### config.mk
export PLATFORM = sky130hd
export DESIGN_NAME = prince_round_sequencer
export DESIGN_NICKNAME = d
export VERILOG_FILES = /design/src/rtl/prince_ctrl_pkg.sv /design/src/rtl/prince_stage_counter.sv /design/src/rtl/prince_round_sequencer.sv
export SDC_FILE = /design/constraint.sdc
export NUM_CORES = 1
export LEC_CHECK = 0
export CORE_ASPECT_RATIO = 1.25
export CORE_UTILIZATION = 40
export CTS_BUF_LIST = sky130_fd_sc_hd__clkbuf_16
export DETAILED_ROUTE_END_ITERATION = 8
export GPL_ROUTABILITY_DRIVEN = 0
export HOLD_SLACK_MARGIN = 0.06
export PLACE_DENSITY = 0.71
export SLEW_MARGIN = 20
export SYNTH_ARGS = -nofsm -noshare
export SYNTH_HDL_FRONTEND = slang
export SYNTH_SLANG_ARGS = --single-unit
### constraint.sdc
create_clock -name clk -period 3.1 [get_ports clk]
set_input_delay 0.62 -clock clk [delete_from_list [all_inputs] [get_ports clk]]
set_output_delay 0.62 -clock clk [all_outputs]
set_load 0.02 [all_outputs]
### src/rtl/prince_ctrl_pkg.sv
// Shared control types and helpers for the PRINCE round sequencer.
package prince_ctrl_pkg;

  typedef enum logic [2:0] {
    S_IDLE = 3'd0,
    S_FWD  = 3'd1,
    S_MID  = 3'd2,
    S_BWD  = 3'd3,
    S_DONE = 3'd4
  } state_t;

  function automatic int latency(
    input int fwd,
    input int bwd,
    input int sbox,
    input int mid
  );
    return fwd * sbox + mid + bwd * sbox;
  endfunction

  localparam int LATENCY = latency(5, 5, 4, 8);

  // True when value is representable in an unsigned field of width bits.
  function automatic bit fits(input int value, input int width);
    if (width < 1 || width > 30) return 1'b0;
    return value < (1 << width);
  endfunction

endpackage

### src/rtl/prince_stage_counter.sv
// Stage counter with runtime terminal value and wrap pulse.
module prince_stage_counter
  import prince_ctrl_pkg::*;
#(
  parameter int W = 3
) (
  input  logic         clk,
  input  logic         reset,
  input  logic         i_clr,
  input  logic         i_en,
  input  logic [W-1:0] i_last,
  output logic [W-1:0] o_count,
  output logic         o_wrap
);

  logic [W-1:0] r_cnt;

  assign o_count = r_cnt;
  assign o_wrap  = i_en & (r_cnt == i_last);

  always_ff @(posedge clk) begin
    if (reset || i_clr) begin
      r_cnt <= '0;
    end else if (i_en) begin
      r_cnt <= o_wrap ? '0 : r_cnt + 1'b1;
    end
  end

endmodule

### src/rtl/prince_round_sequencer.sv
// Round/stage sequencer for the pipelined masked PRINCE core.
module prince_round_sequencer
  import prince_ctrl_pkg::*;
#(
  parameter int SBOX_STAGES = 4,
  parameter int FWD_ROUNDS  = 5,
  parameter int BWD_ROUNDS  = 5,
  parameter int MID_STAGES  = 8,
  parameter int RND_W       = 4,
  parameter int STG_W       = 3
) (
  input  logic             clk,
  input  logic             reset,
  input  logic             start,
  input  logic             dec,
  input  logic             done_ack,
  output logic             busy,
  output logic             load_sel,
  output logic [RND_W-1:0] round_o,
  output logic [STG_W-1:0] stage_o,
  output logic             round_last,
  output logic             half_sel,
  output logic             end_sel,
  output logic             dec_o,
  output logic             done
);

  localparam int MAX_STG =
    (SBOX_STAGES > MID_STAGES) ? SBOX_STAGES : MID_STAGES;
  localparam bit CNT_OK =
    (SBOX_STAGES >= 1) && (FWD_ROUNDS >= 1) &&
    (BWD_ROUNDS >= 1) && (MID_STAGES >= 1);
  localparam bit WID_OK =
    fits(FWD_ROUNDS + BWD_ROUNDS + 1, RND_W) &&
    fits(MAX_STG - 1, STG_W);

  if (!CNT_OK) begin : g_bad_count
    $error("prince_round_sequencer: count parameter below 1");
  end
  if (!WID_OK) begin : g_bad_width
    $error("prince_round_sequencer: RND_W or STG_W too narrow");
  end

  localparam logic [RND_W-1:0] L_FWD  = RND_W'(FWD_ROUNDS);
  localparam logic [RND_W-1:0] L_LAST =
    RND_W'(FWD_ROUNDS + BWD_ROUNDS + 1);
  localparam logic [STG_W-1:0] L_SBOX = STG_W'(SBOX_STAGES - 1);
  localparam logic [STG_W-1:0] L_MID  = STG_W'(MID_STAGES - 1);

  state_t           r_state;
  logic [RND_W-1:0] r_round;
  logic             r_dec;

  logic             w_run;
  logic             w_wrap;
  logic [STG_W-1:0] w_last;
  logic [STG_W-1:0] w_stage;

  assign w_run  = (r_state == S_FWD) || (r_state == S_MID) ||
                  (r_state == S_BWD);
  assign w_last = (r_state == S_MID) ? L_MID : L_SBOX;

  prince_stage_counter #(
    .W(STG_W)
  ) u_stage (
    .clk     (clk),
    .reset   (reset),
    .i_clr   (load_sel),
    .i_en    (w_run),
    .i_last  (w_last),
    .o_count (w_stage),
    .o_wrap  (w_wrap)
  );

  always_ff @(posedge clk) begin
    if (reset) begin
      r_state <= S_IDLE;
      r_round <= '0;
      r_dec   <= 1'b0;
    end else begin
      unique case (r_state)
        S_IDLE: begin
          if (start) begin
            r_state <= S_FWD;
            r_round <= RND_W'(1);
            r_dec   <= dec;
          end
        end
        S_FWD: begin
          if (w_wrap) begin
            r_round <= r_round + 1'b1;
            if (r_round == L_FWD) r_state <= S_MID;
          end
        end
        S_MID: begin
          if (w_wrap) begin
            r_round <= r_round + 1'b1;
            r_state <= S_BWD;
          end
        end
        S_BWD: begin
          if (w_wrap) begin
            if (r_round == L_LAST) begin
              r_state <= S_DONE;
              r_round <= '0;
            end else begin
              r_round <= r_round + 1'b1;
            end
          end
        end
        S_DONE: begin
          if (done_ack) r_state <= S_IDLE;
        end
        default: begin
          r_state <= S_IDLE;
          r_round <= '0;
        end
      endcase
    end
  end

  assign busy       = (r_state != S_IDLE);
  assign done       = (r_state == S_DONE);
  assign load_sel   = start & (r_state == S_IDLE);
  assign round_o    = r_round;
  assign stage_o    = w_stage;
  assign round_last = w_wrap;
  assign half_sel   = (r_state == S_MID) || (r_state == S_BWD);
  assign end_sel    = (r_state == S_BWD) && (r_round == L_LAST);
  assign dec_o      = r_dec;

endmodule
==> impl_metrics.env, run 1 <==
export IMPL_setup_worst_path_start="start"
export IMPL_synth_top_family_by_area="simple AND/OR/NAND/NOR gates"
export IMPL_final_setup_viol_count=0
export IMPL_hold_buffers=0
export IMPL_synth_xor_xnor_area_share_pct=0
export IMPL_cp_data_arrival_time_ns=1.97
export IMPL_maxSlewViolCount=0
export IMPL_final_period_utilization_pct=83.7
export IMPL_antenna_found_initial=0
export IMPL_cts_tree="done"
export IMPL_place_inst=117
export IMPL_cp_cell_sequence="clkdlybuf4s50_1, nor4b_4, clkdlybuf4s50_1"
export IMPL_synthToLayoutAreaGrowth_pct=36.8
export IMPL_synth_edf_count=0
export IMPL_grt_use_total_pct=20.5
export IMPL_slowest_stage="clkdlybuf4s50_1"
export IMPL_seqPwrFrac_pct=34.5
export IMPL_finalHoldViolations=0
export IMPL_comb_power_share_pct=12.5
export IMPL_powerDensity_nw_per_um2=468
export IMPL_drive_above_1_share_pct=8.74
export IMPL_synthSimpleGateAreaFrac_pct=33.9
export IMPL_fp_dieW_um=39.5
export IMPL_synth_compound_area_share_pct=21.5
export IMPL_final_cells=121
export IMPL_crit_required_ns=2.48
export IMPL_synth_largest_area_cell="dfxtp_1"
export IMPL_grt_remaining_overflow=0
export IMPL_die_h_um=48.9
export IMPL_p_sw_mw=0.104
export IMPL_clock_tree_htree_level_count=1
export IMPL_drt_total_wl_um=1690
export IMPL_r2r_start="r_state[1]"
export IMPL_port_buffers=18
export IMPL_grt_pass1_wl_um=2700
export IMPL_grt_pass1_vias=605
export IMPL_cap_violations=0
export IMPL_ys_flop_type="dfxtp_1"
export IMPL_dieArea_sq_um=1930
export IMPL_min_from="dec_o"
export IMPL_max_freq_ghz=0.386
export IMPL_synthesis_instances=86
export IMPL_path_clk_slew_ns=0.04
export IMPL_worst_skew_pair_late_latency_ns=0.24
export IMPL_p_int_mw=0.347
export IMPL_hold_class="register to register"
export IMPL_via_count=698
export IMPL_timing_slew_headroom_pct=58.8
export IMPL_clock_power_share_pct=53.0
export IMPL_synth_fp_nets=94
export IMPL_post_cts_resized=0
export IMPL_viasPerCell=5.77
export IMPL_antenna_cells=0
export IMPL_whs_ns=0.500
export IMPL_leakagePower_nw=0.344
export IMPL_clock_path_buffers=2
export IMPL_critPathMaxStageDelay_ns=0.64
export IMPL_critPathTopFamily="buffers and inverters"
export IMPL_dp_hpwl_um=1160
export IMPL_yosysSeqAreaShare_pct=31.3
export IMPL_outcome="complete, no violations"
export IMPL_clkSinkCount=11
export IMPL_fin_util_pct=60.2
export IMPL_fillers=149
export IMPL_synthesis_area_sq_um=704
export IMPL_drt_pass1_iter_count=4
export IMPL_io_pins=19
export IMPL_synth_mux_area_share_pct=1.42
export IMPL_critPathMaxFanout=3
export IMPL_yosys_area_top_type_share_pct=31.3
export IMPL_ys_types=34
export IMPL_cts_made_buffers=3
export IMPL_syn_avg_cell_area_sq_um=8.19
export IMPL_postCtsSetupBuffers=0
export IMPL_crit_path_start_kind="primary input"
export IMPL_skew_ns=0.00298
export IMPL_critical_path_class="primary input to output port"
export IMPL_tightestPinTransition_ns=0.617
export IMPL_end_kind="output port"
export IMPL_cp_num_buf_inv=2
export IMPL_layout_min_cycle_time_ns=2.59
export IMPL_ant_nets=0
export IMPL_wl_per_cell_um=14.0
export IMPL_crit_top_cell="clkdlybuf4s50_1"
export IMPL_coreArea_sq_um=1600
export IMPL_synthTopCellsByArea="dfxtp_1 31%, o21ai_0 5.7%, ha_1 5.3%, a21oi_1 4.3%, nand3b_1 4.3%"
export IMPL_async_flop_share_pct=0
export IMPL_clockRootBuffer="clkbuf_16"
export IMPL_finalNetCount=112
export IMPL_ys_warn_count=0
export IMPL_drcViolationCount=0
export IMPL_tns_ns=0
export IMPL_peakVddDrop_v=0.000381
export IMPL_synth_seq_cells=11
export IMPL_sw_frac_of_total_pct=23.0
export IMPL_rsz0062_at_grt="false"
export IMPL_finalPower_mw=0.451
export IMPL_drt_first_iter_violations=8
export IMPL_synthAdderAreaFrac_pct=5.33
export IMPL_initial_core_util_pct=44.0
export IMPL_grt_max_degree=19
export IMPL_fp_row_count=16
[layout by cell type (no fill, tap or decap), drive strengths merged, types with 2 or more instances in the layout]
master / count
clkdlybuf4s50: 18
nand4b: 2
nand2: 6
nand3b: 4
or3: 4
a21oi: 6
clkbuf: 3
nand2b: 2
a311oi: 2
or4b: 2
inv: 4
ha: 3
dfxtp: 11
nor2b: 2
nor4b: 2
nor2: 8
o21ai: 8
[cells in the mapped netlist (3+ instances only)]
library cell and number:
clkbuf_1 4, dfxtp_1 11, nand3b_1 4, inv_1 4, ha_1 3, or3_1 4
nand2_1 6, a21oi_1 6, o21ai_0 8, nor2_1 8
[registers in the layout, summed over array words and instances, names as in the netlist]
| signal | cells |
|---|---|
| r_state | 3 |
| u_stage.o_count | 3 |
| dec_o | 1 |
| round_o | 4 |
[worst reg2reg max path, cell delays in order (launching register included)]
cell     delay (ns)
dfxtp_1        0.71
o21ai_0        0.26
and4b_4        0.27
or4b_1         0.50
a21oi_1        0.12
[logic make-up (layout without fill, tap and decap cells)]
family	count (synthesis)	count (layout)
compound gates	24	24
fa+ha+maj	3	3
buf+inv	10	27
flops	11	11
mux	1	1
simple gates	37	37
[power groups by stage]
stage,clock (mW),sequential [mW],combinational (mW)
final,0.239,0.156,0.0562
after global routing,0.251,0.157,0.0611
after CTS,0.242,0.156,0.0567
after detailed placement,0,0.158,0.0564
after global placement,0,0.158,0.0556
after floorplan,0,0.157,0.0323
[cell type report]
cell class | count | area, sq um | share of cell area, %
inverters | 4 | 15.0 | 1.56
repair buffers | 19 | 188 | 19.5
multi-input cells | 65 | 438 | 45.5
clock inverters | 1 | 5.00 | 0.519
flip-flops and latches | 11 | 220 | 22.9
well taps | 18 | 22.5 | 2.34
clock buffers | 3 | 75.1 | 7.79
[per-layer routing]
metal | wire [um] | global-route usage (%)
met1 | 712 | 25.3
met2 | 826 | 30.3
met3 | 106 | 5.48
met4 | 42 | 12.1
met5 | 0 | 0
[path summary, 6_finish.rpt]
check / endpoint / slack [ns] / depth (start not counted)
min reg2reg: dec_o / 0.50 / 2
max: load_sel / 0.51 / 3
max reg2reg: round_o[2] / 1.16 / 4
min: dec_o / 0.50 / 2
[metrics by stage]
step                instance area [sq um]  worst slack (ns)
finish                                963             0.507
CTS                                   963             0.503
global placement                      883             0.523
floorplan                             704              1.13
detailed placement                    883             0.506
global route                          963             0.413
Power figures use the tool's default switching activity.
==> run 2: changes to the inputs <==
--- a/config.mk
+++ b/config.mk
@@ -11,7 +11,7 @@
 export DETAILED_ROUTE_END_ITERATION = 8
 export GPL_ROUTABILITY_DRIVEN = 0
 export HOLD_SLACK_MARGIN = 0.06
-export PLACE_DENSITY = 0.71
+export PLACE_DENSITY = 0.74
 export SLEW_MARGIN = 20
 export SYNTH_ARGS = -nofsm -noshare
 export SYNTH_HDL_FRONTEND = slang
==> constraint.sdc (replaced) <==
create_clock -name clk -period 2.2 [get_ports clk]
set_input_delay 0.44 -clock clk [delete_from_list [all_inputs] [get_ports clk]]
set_output_delay 0.44 -clock clk [all_outputs]
set_load 0.02 [all_outputs]
==> impl_metrics.env, run 2 (same netlist as run 1, synthesis figures left out) <==
export IMPL_postCtsSetupBuffers=0
export IMPL_clock_power_share_pct=51.9
export IMPL_synthToLayoutAreaGrowth_pct=40.3
export IMPL_fin_util_pct=61.7
export IMPL_layout_min_cycle_time_ns=2.13
export IMPL_layout_setup_ws_ns=0.0652
export IMPL_critPathMaxFanout=14
export IMPL_finalHoldViolations=0
export IMPL_end_kind="output port"
export IMPL_initial_core_util_pct=44.0
export IMPL_worst_r2r_cell_count=6
export IMPL_seqPwrFrac_pct=34.0
export IMPL_critPathMaxStageDelay_ns=0.55
export IMPL_whs_ns=0.499
export IMPL_final_period_utilization_pct=97.0
export IMPL_grt_pass1_wl_um=2680
export IMPL_hold_class="register to register"
export IMPL_drt_pass1_iter_count=4
export IMPL_path_clk_slew_ns=0.04
export IMPL_powerDensity_nw_per_um2=637
export IMPL_grt_remaining_overflow=0
export IMPL_drt_first_iter_violations=6
export IMPL_p_int_mw=0.491
export IMPL_timing_slew_headroom_pct=67.8
export IMPL_outcome="complete, no violations"
export IMPL_drt_total_wl_um=1680
export IMPL_skew_ns=0.00114
export IMPL_cp_cell_sequence="or3_1, clkdlybuf4s50_1"
export IMPL_grt_max_degree=15
export IMPL_clock_path_buffers=2
export IMPL_drive_above_1_share_pct=11.2
export IMPL_port_buffers=18
export IMPL_fp_dieW_um=39.5
export IMPL_finalPower_mw=0.630
export IMPL_tightestPinTransition_ns=0.482
export IMPL_finalNetCount=116
export IMPL_clockRootBuffer="clkbuf_16"
export IMPL_worst_skew_pair_late_latency_ns=0.24
export IMPL_grt_use_total_pct=19.3
export IMPL_maxSlewViolCount=0
export IMPL_final_setup_viol_count=0
export IMPL_rsz0062_at_grt="false"
export IMPL_crit_required_ns=1.76
export IMPL_die_h_um=48.9
export IMPL_dp_slack_ns=-0.0252
export IMPL_peakVddDrop_v=0.000450
export IMPL_antenna_cells=0
export IMPL_leakagePower_nw=0.378
export IMPL_crit_cells=2
export IMPL_sw_frac_of_total_pct=22.1
export IMPL_fin_area_sq_um=988
export IMPL_antenna_found_initial=0
export IMPL_cts_tree="done"
export IMPL_dp_hpwl_um=1220
export IMPL_comb_power_share_pct=14.1
export IMPL_cp_num_buf_inv=1
export IMPL_largest_register_ffs=4
export IMPL_viasPerCell=5.62
export IMPL_ant_nets=0
export IMPL_wl_per_cell_um=13.4
export IMPL_via_count=703
export IMPL_cp_data_arrival_time_ns=1.69
export IMPL_clkSinkCount=11
export IMPL_hold_path_depth=2
export IMPL_p_sw_mw=0.139
export IMPL_place_area_sq_um=913
export IMPL_final_cell_mix="15 x clkdlybuf4s50_1, 11 x dfxtp_1, 8 x nor2_1, 8 x o21ai_0"
export IMPL_slowest_stage="clkdlybuf4s50_1"
export IMPL_critPathTopFamily="buffers and inverters"
export IMPL_grt_pass1_vias=629
export IMPL_mostFrequentLayoutCell="clkdlybuf4s50_1"
export IMPL_max_freq_ghz=0.468
export IMPL_fp_row_count=16
export IMPL_clock_tree_htree_level_count=1
export IMPL_cts_made_buffers=3
export IMPL_cap_violations=0
export IMPL_critical_path_class="register to output port"
export IMPL_coreArea_sq_um=1600
export IMPL_drcViolationCount=0
export IMPL_crit_path_start_kind="register"
export IMPL_io_pins=19
export IMPL_dieArea_sq_um=1930
## run 2: power groups by stage
stage,combinational [mW],clock (mW),sequential (mW)
2_1_floorplan,0.0455,0,0.222
3_3_place_gp,0.0884,0,0.217
3_5_place_dp,0.0894,0,0.218
4_1_cts,0.0892,0.331,0.214
5_1_grt,0.0968,0.340,0.215
6_report,0.0886,0.327,0.214
## run 2: layout make-up
class / instances / area, sq um
clock inverter: 1 / 3.75
inverter: 4 / 15.0
tap: 18 / 22.5
fill: 148 / 613
sequential: 11 / 220
clock buffer: 3 / 75.1
multi-input combinational: 65 / 438
timing repair buffer: 23 / 214
## run 2: repair_timing
item                       in CTS  in global routing
resized for setup               3                  0
hold buffers                    0                  0
setup endpoints to repair       3                  0
## run 2: metrics by stage
step / TNS [ns] / cells
after floorplan: 0 / 86
after detailed placement: -0.0252 / 121
after global routing: 0 / 125
after global placement: 0 / 121
final: 0 / 125
after CTS: 0 / 125
## run 2: routing by layer
layer	track usage, %	up-vias	share of wire [%]
met4	5.17	0	1.2
met2	29.0	16	49
met3	7.31	4	4.5
met1	25.4	329	45
met5	0	-	0
li1	-	354	-
## run 2: worst register-to-register path: stages (launching register included)
cell	delay, ns
dfxtp_1	0.39
buf_4	0.21
nor4b_4	0.27
buf_4	0.17
and4b_4	0.20
or4b_1	0.50
a21oi_1	0.13
## run 2: final timing paths
kind / endpoint / slack, ns / startpoint
worst max register to register: round_o[2] / 0.27 / r_state[1]
worst min-delay path: dec_o / 0.50 / dec_o
worst min register to register: dec_o / 0.50 / dec_o
worst max-delay path: busy / 0.07 / r_state[2]
==> run 3: changes to the inputs <==
--- a/config.mk
+++ b/config.mk
@@ -12,7 +12,9 @@
 export GPL_ROUTABILITY_DRIVEN = 0
 export HOLD_SLACK_MARGIN = 0.06
 export PLACE_DENSITY = 0.74
+export SKIP_LAST_GASP = 1
 export SLEW_MARGIN = 20
 export SYNTH_ARGS = -nofsm -noshare
 export SYNTH_HDL_FRONTEND = slang
+export SYNTH_HIERARCHICAL = 1
 export SYNTH_SLANG_ARGS = --single-unit
==> impl_metrics.env, run 3 <==
export IMPL_skew_ns=0.00235
export IMPL_p_sw_mw=0.195
export IMPL_final_period_utilization_pct=98.2
export IMPL_yosys_top_cells_count="11 x dfxtp_1, 5 x a21oi_1, 5 x nand2_1, 5 x nor2_1"
export IMPL_die_h_um=49.3
export IMPL_rsz0062_at_grt="true"
export IMPL_hold_class="register to register"
export IMPL_powerDensity_nw_per_um2=647
export IMPL_largest_register_ffs=4
export IMPL_cp_data_arrival_time_ns=2.32
export IMPL_grt_remaining_overflow=0
export IMPL_cts_made_buffers=3
export IMPL_critPathMaxStageDelay_ns=0.40
export IMPL_initial_core_util_pct=44.2
export IMPL_place_area_sq_um=1030
export IMPL_via_count=750
export IMPL_dieArea_sq_um=1970
export IMPL_ys_flop_type="dfxtp_1"
export IMPL_fin_area_sq_um=1150
export IMPL_hold_buffers=0
export IMPL_worst_skew_pair_late_latency_ns=0.24
export IMPL_seqPwrFrac_pct=29.7
export IMPL_ant_nets=0
export IMPL_synth_most_common_cell="dfxtp_1"
export IMPL_synth_edf_count=0
export IMPL_grt_pass1_vias=693
export IMPL_clock_path_buffers=2
export IMPL_cts_tree="done"
export IMPL_synth_seq_cells=11
export IMPL_max_freq_ghz=0.463
export IMPL_grt_pass1_wl_um=2910
export IMPL_end_kind="register"
export IMPL_final_cell_mix="17 x buf_4, 14 x clkdlybuf4s50_1, 9 x dfxtp_1"
export IMPL_antenna_cells=0
export IMPL_peakVddDrop_v=0.000687
export IMPL_sw_frac_of_total_pct=26.3
export IMPL_synthesis_instances=81
export IMPL_crit_path_start_kind="register"
export IMPL_cap_violations=0
export IMPL_hold_path_depth=2
export IMPL_drcViolationCount=0
export IMPL_viasPerCell=5.51
export IMPL_p_int_mw=0.546
export IMPL_fp_dieW_um=39.9
export IMPL_finalHoldViolations=0
export IMPL_grt_max_degree=12
export IMPL_maxSlewViolCount=0
export IMPL_clock_tree_htree_level_count=1
export IMPL_drt_first_iter_violations=5
export IMPL_clkSinkCount=11
export IMPL_async_flop_share_pct=0
export IMPL_synth_largest_area_cell="dfxtp_1"
export IMPL_worst_r2r_cell_count=9
export IMPL_leakagePower_nw=0.520
export IMPL_critPathMaxFanout=5
export IMPL_crit_required_ns=2.36
export IMPL_drt_pass1_iter_count=4
export IMPL_syn_avg_cell_area_sq_um=8.85
export IMPL_yosysSeqAreaShare_pct=30.7
export IMPL_drt_total_wl_um=1900
export IMPL_drive_above_1_share_pct=33.1
export IMPL_io_pins=19
export IMPL_slowest_stage="or4_1"
export IMPL_fp_row_count=16
export IMPL_ys_warn_count=6
export IMPL_ys_types=39
export IMPL_mostFrequentLayoutCell="buf_4"
export IMPL_comb_power_share_pct=25.6
export IMPL_wl_per_cell_um=13.9
export IMPL_dp_hpwl_um=1310
export IMPL_clockRootBuffer="clkbuf_16"
export IMPL_whs_ns=0.510
export IMPL_layout_min_cycle_time_ns=2.16
export IMPL_port_buffers=18
export IMPL_final_setup_viol_count=0
export IMPL_cp_cell_sequence="and2b_2, nor2b_4, xor2_2, nor4b_4, buf_4, nor2_1, o21a_4, or4_1, a31oi_1"
export IMPL_critical_path_class="register to register"
export IMPL_finalPower_mw=0.741
export IMPL_synthTopCellsByArea="dfxtp_1 31%, ha_1 5.2%, xor2_1 4.9%, a21oi_1 3.5%, a211o_2 2.8%"
export IMPL_finalNetCount=127
export IMPL_path_clk_slew_ns=0.04
export IMPL_synthesis_area_sq_um=717
export IMPL_synthToLayoutAreaGrowth_pct=59.9
export IMPL_outcome="complete, no violations"
export IMPL_clock_power_share_pct=44.8
export IMPL_grt_use_total_pct=21.3
export IMPL_yosys_area_top_type_share_pct=30.7
export IMPL_coreArea_sq_um=1620
export IMPL_antenna_found_initial=0
run 3: cell types whose count changed after synthesis, moves of 3 or more:
cell / delta
o21ai_0: -7
nand3b_1: -4
or3_1: -4
xor2_1: +4
clkbuf_1: -3
nor2_1: -3
nor4_1: +3
run 3: critical path, delay by kind of cell (launching register included):
family	cells	cell delay [ns]
AOI/OAI and AO/OA	2	0.35
xor gates and xnor gates	1	0.17
buffers and inverters	1	0.17
DFF	1	0.31
and+or+nand+nor	5	1.08
run 3: metal layers:
layer	global-route usage [%]	part of all wire (%)
met5	0	0
met4	10.3	1.9
met3	4.11	5.2
met2	34.9	52
met1	24.9	41
run 3: cell families (layout without fill, tap and decap cells):
family / after synthesis / count (layout) / share of synthesized area, %
compound gates: 19 / 19 / 20.1
xor+xnor: 4 / 4 / 4.89
fa+ha+maj: 3 / 3 / 5.24
buf+inv: 8 / 43 / 5.41
flops: 11 / 11 / 30.7
mux: 2 / 2 / 2.79
other cells: 1 / 3 / 0.523
simple gates: 33 / 33 / 30.4
run 3: layout make-up:
cell class	instances	area [sq um]
tap	18	22.5
clock inverter	1	3.75
fill	130	475
multi-input combinational	64	508
sequential	11	223
timing repair buffer	35	299
inverter	4	15.0
clock buffer	3	75.1
run 3: stage by stage:
| stage | utilization, % | worst slack (ns) | std cells | TNS, ns |
|---|---|---|---|---|
| after floorplan | - | -0.192 | 83 | -0.501 |
| after global placement | 63.8 | -0.292 | 129 | -0.350 |
| after detailed placement | 63.8 | -0.292 | 129 | -0.388 |
| after CTS | 68.5 | -0.0237 | 133 | -0.0237 |
| after global routing | 70.7 | -0.0591 | 136 | -0.182 |
| final | 70.7 | 0.0403 | 136 | 0 |
run 3: worst paths after layout:
check	to	slack, ns	startpoint
worst min register to register	dec_o	0.51	dec_o
worst max register to register	round_o[3]	0.04	r_state[2]
worst max-delay path	round_o[3]	0.04	r_state[2]
worst min-delay path	dec_o	0.51	dec_o
run 3: power groups by stage:
| stage | Combinational (mW) | Clock [mW] | Sequential, mW |
|---|---|---|---|
| after detailed placement | 0.179 | 0 | 0.223 |
| after global routing | 0.204 | 0.347 | 0.221 |
| final | 0.189 | 0.332 | 0.220 |
| after floorplan | 0.0943 | 0 | 0.230 |
| after CTS | 0.179 | 0.337 | 0.220 |
| after global placement | 0.176 | 0 | 0.223 |
run 3: repair_timing:
item | 4_1_cts | 5_1_grt
gates resized for setup | 5 | 5
buffers inserted | 0 | 4
pin swaps | 0 | 3
endpoints found under the setup margin | 4 | 5
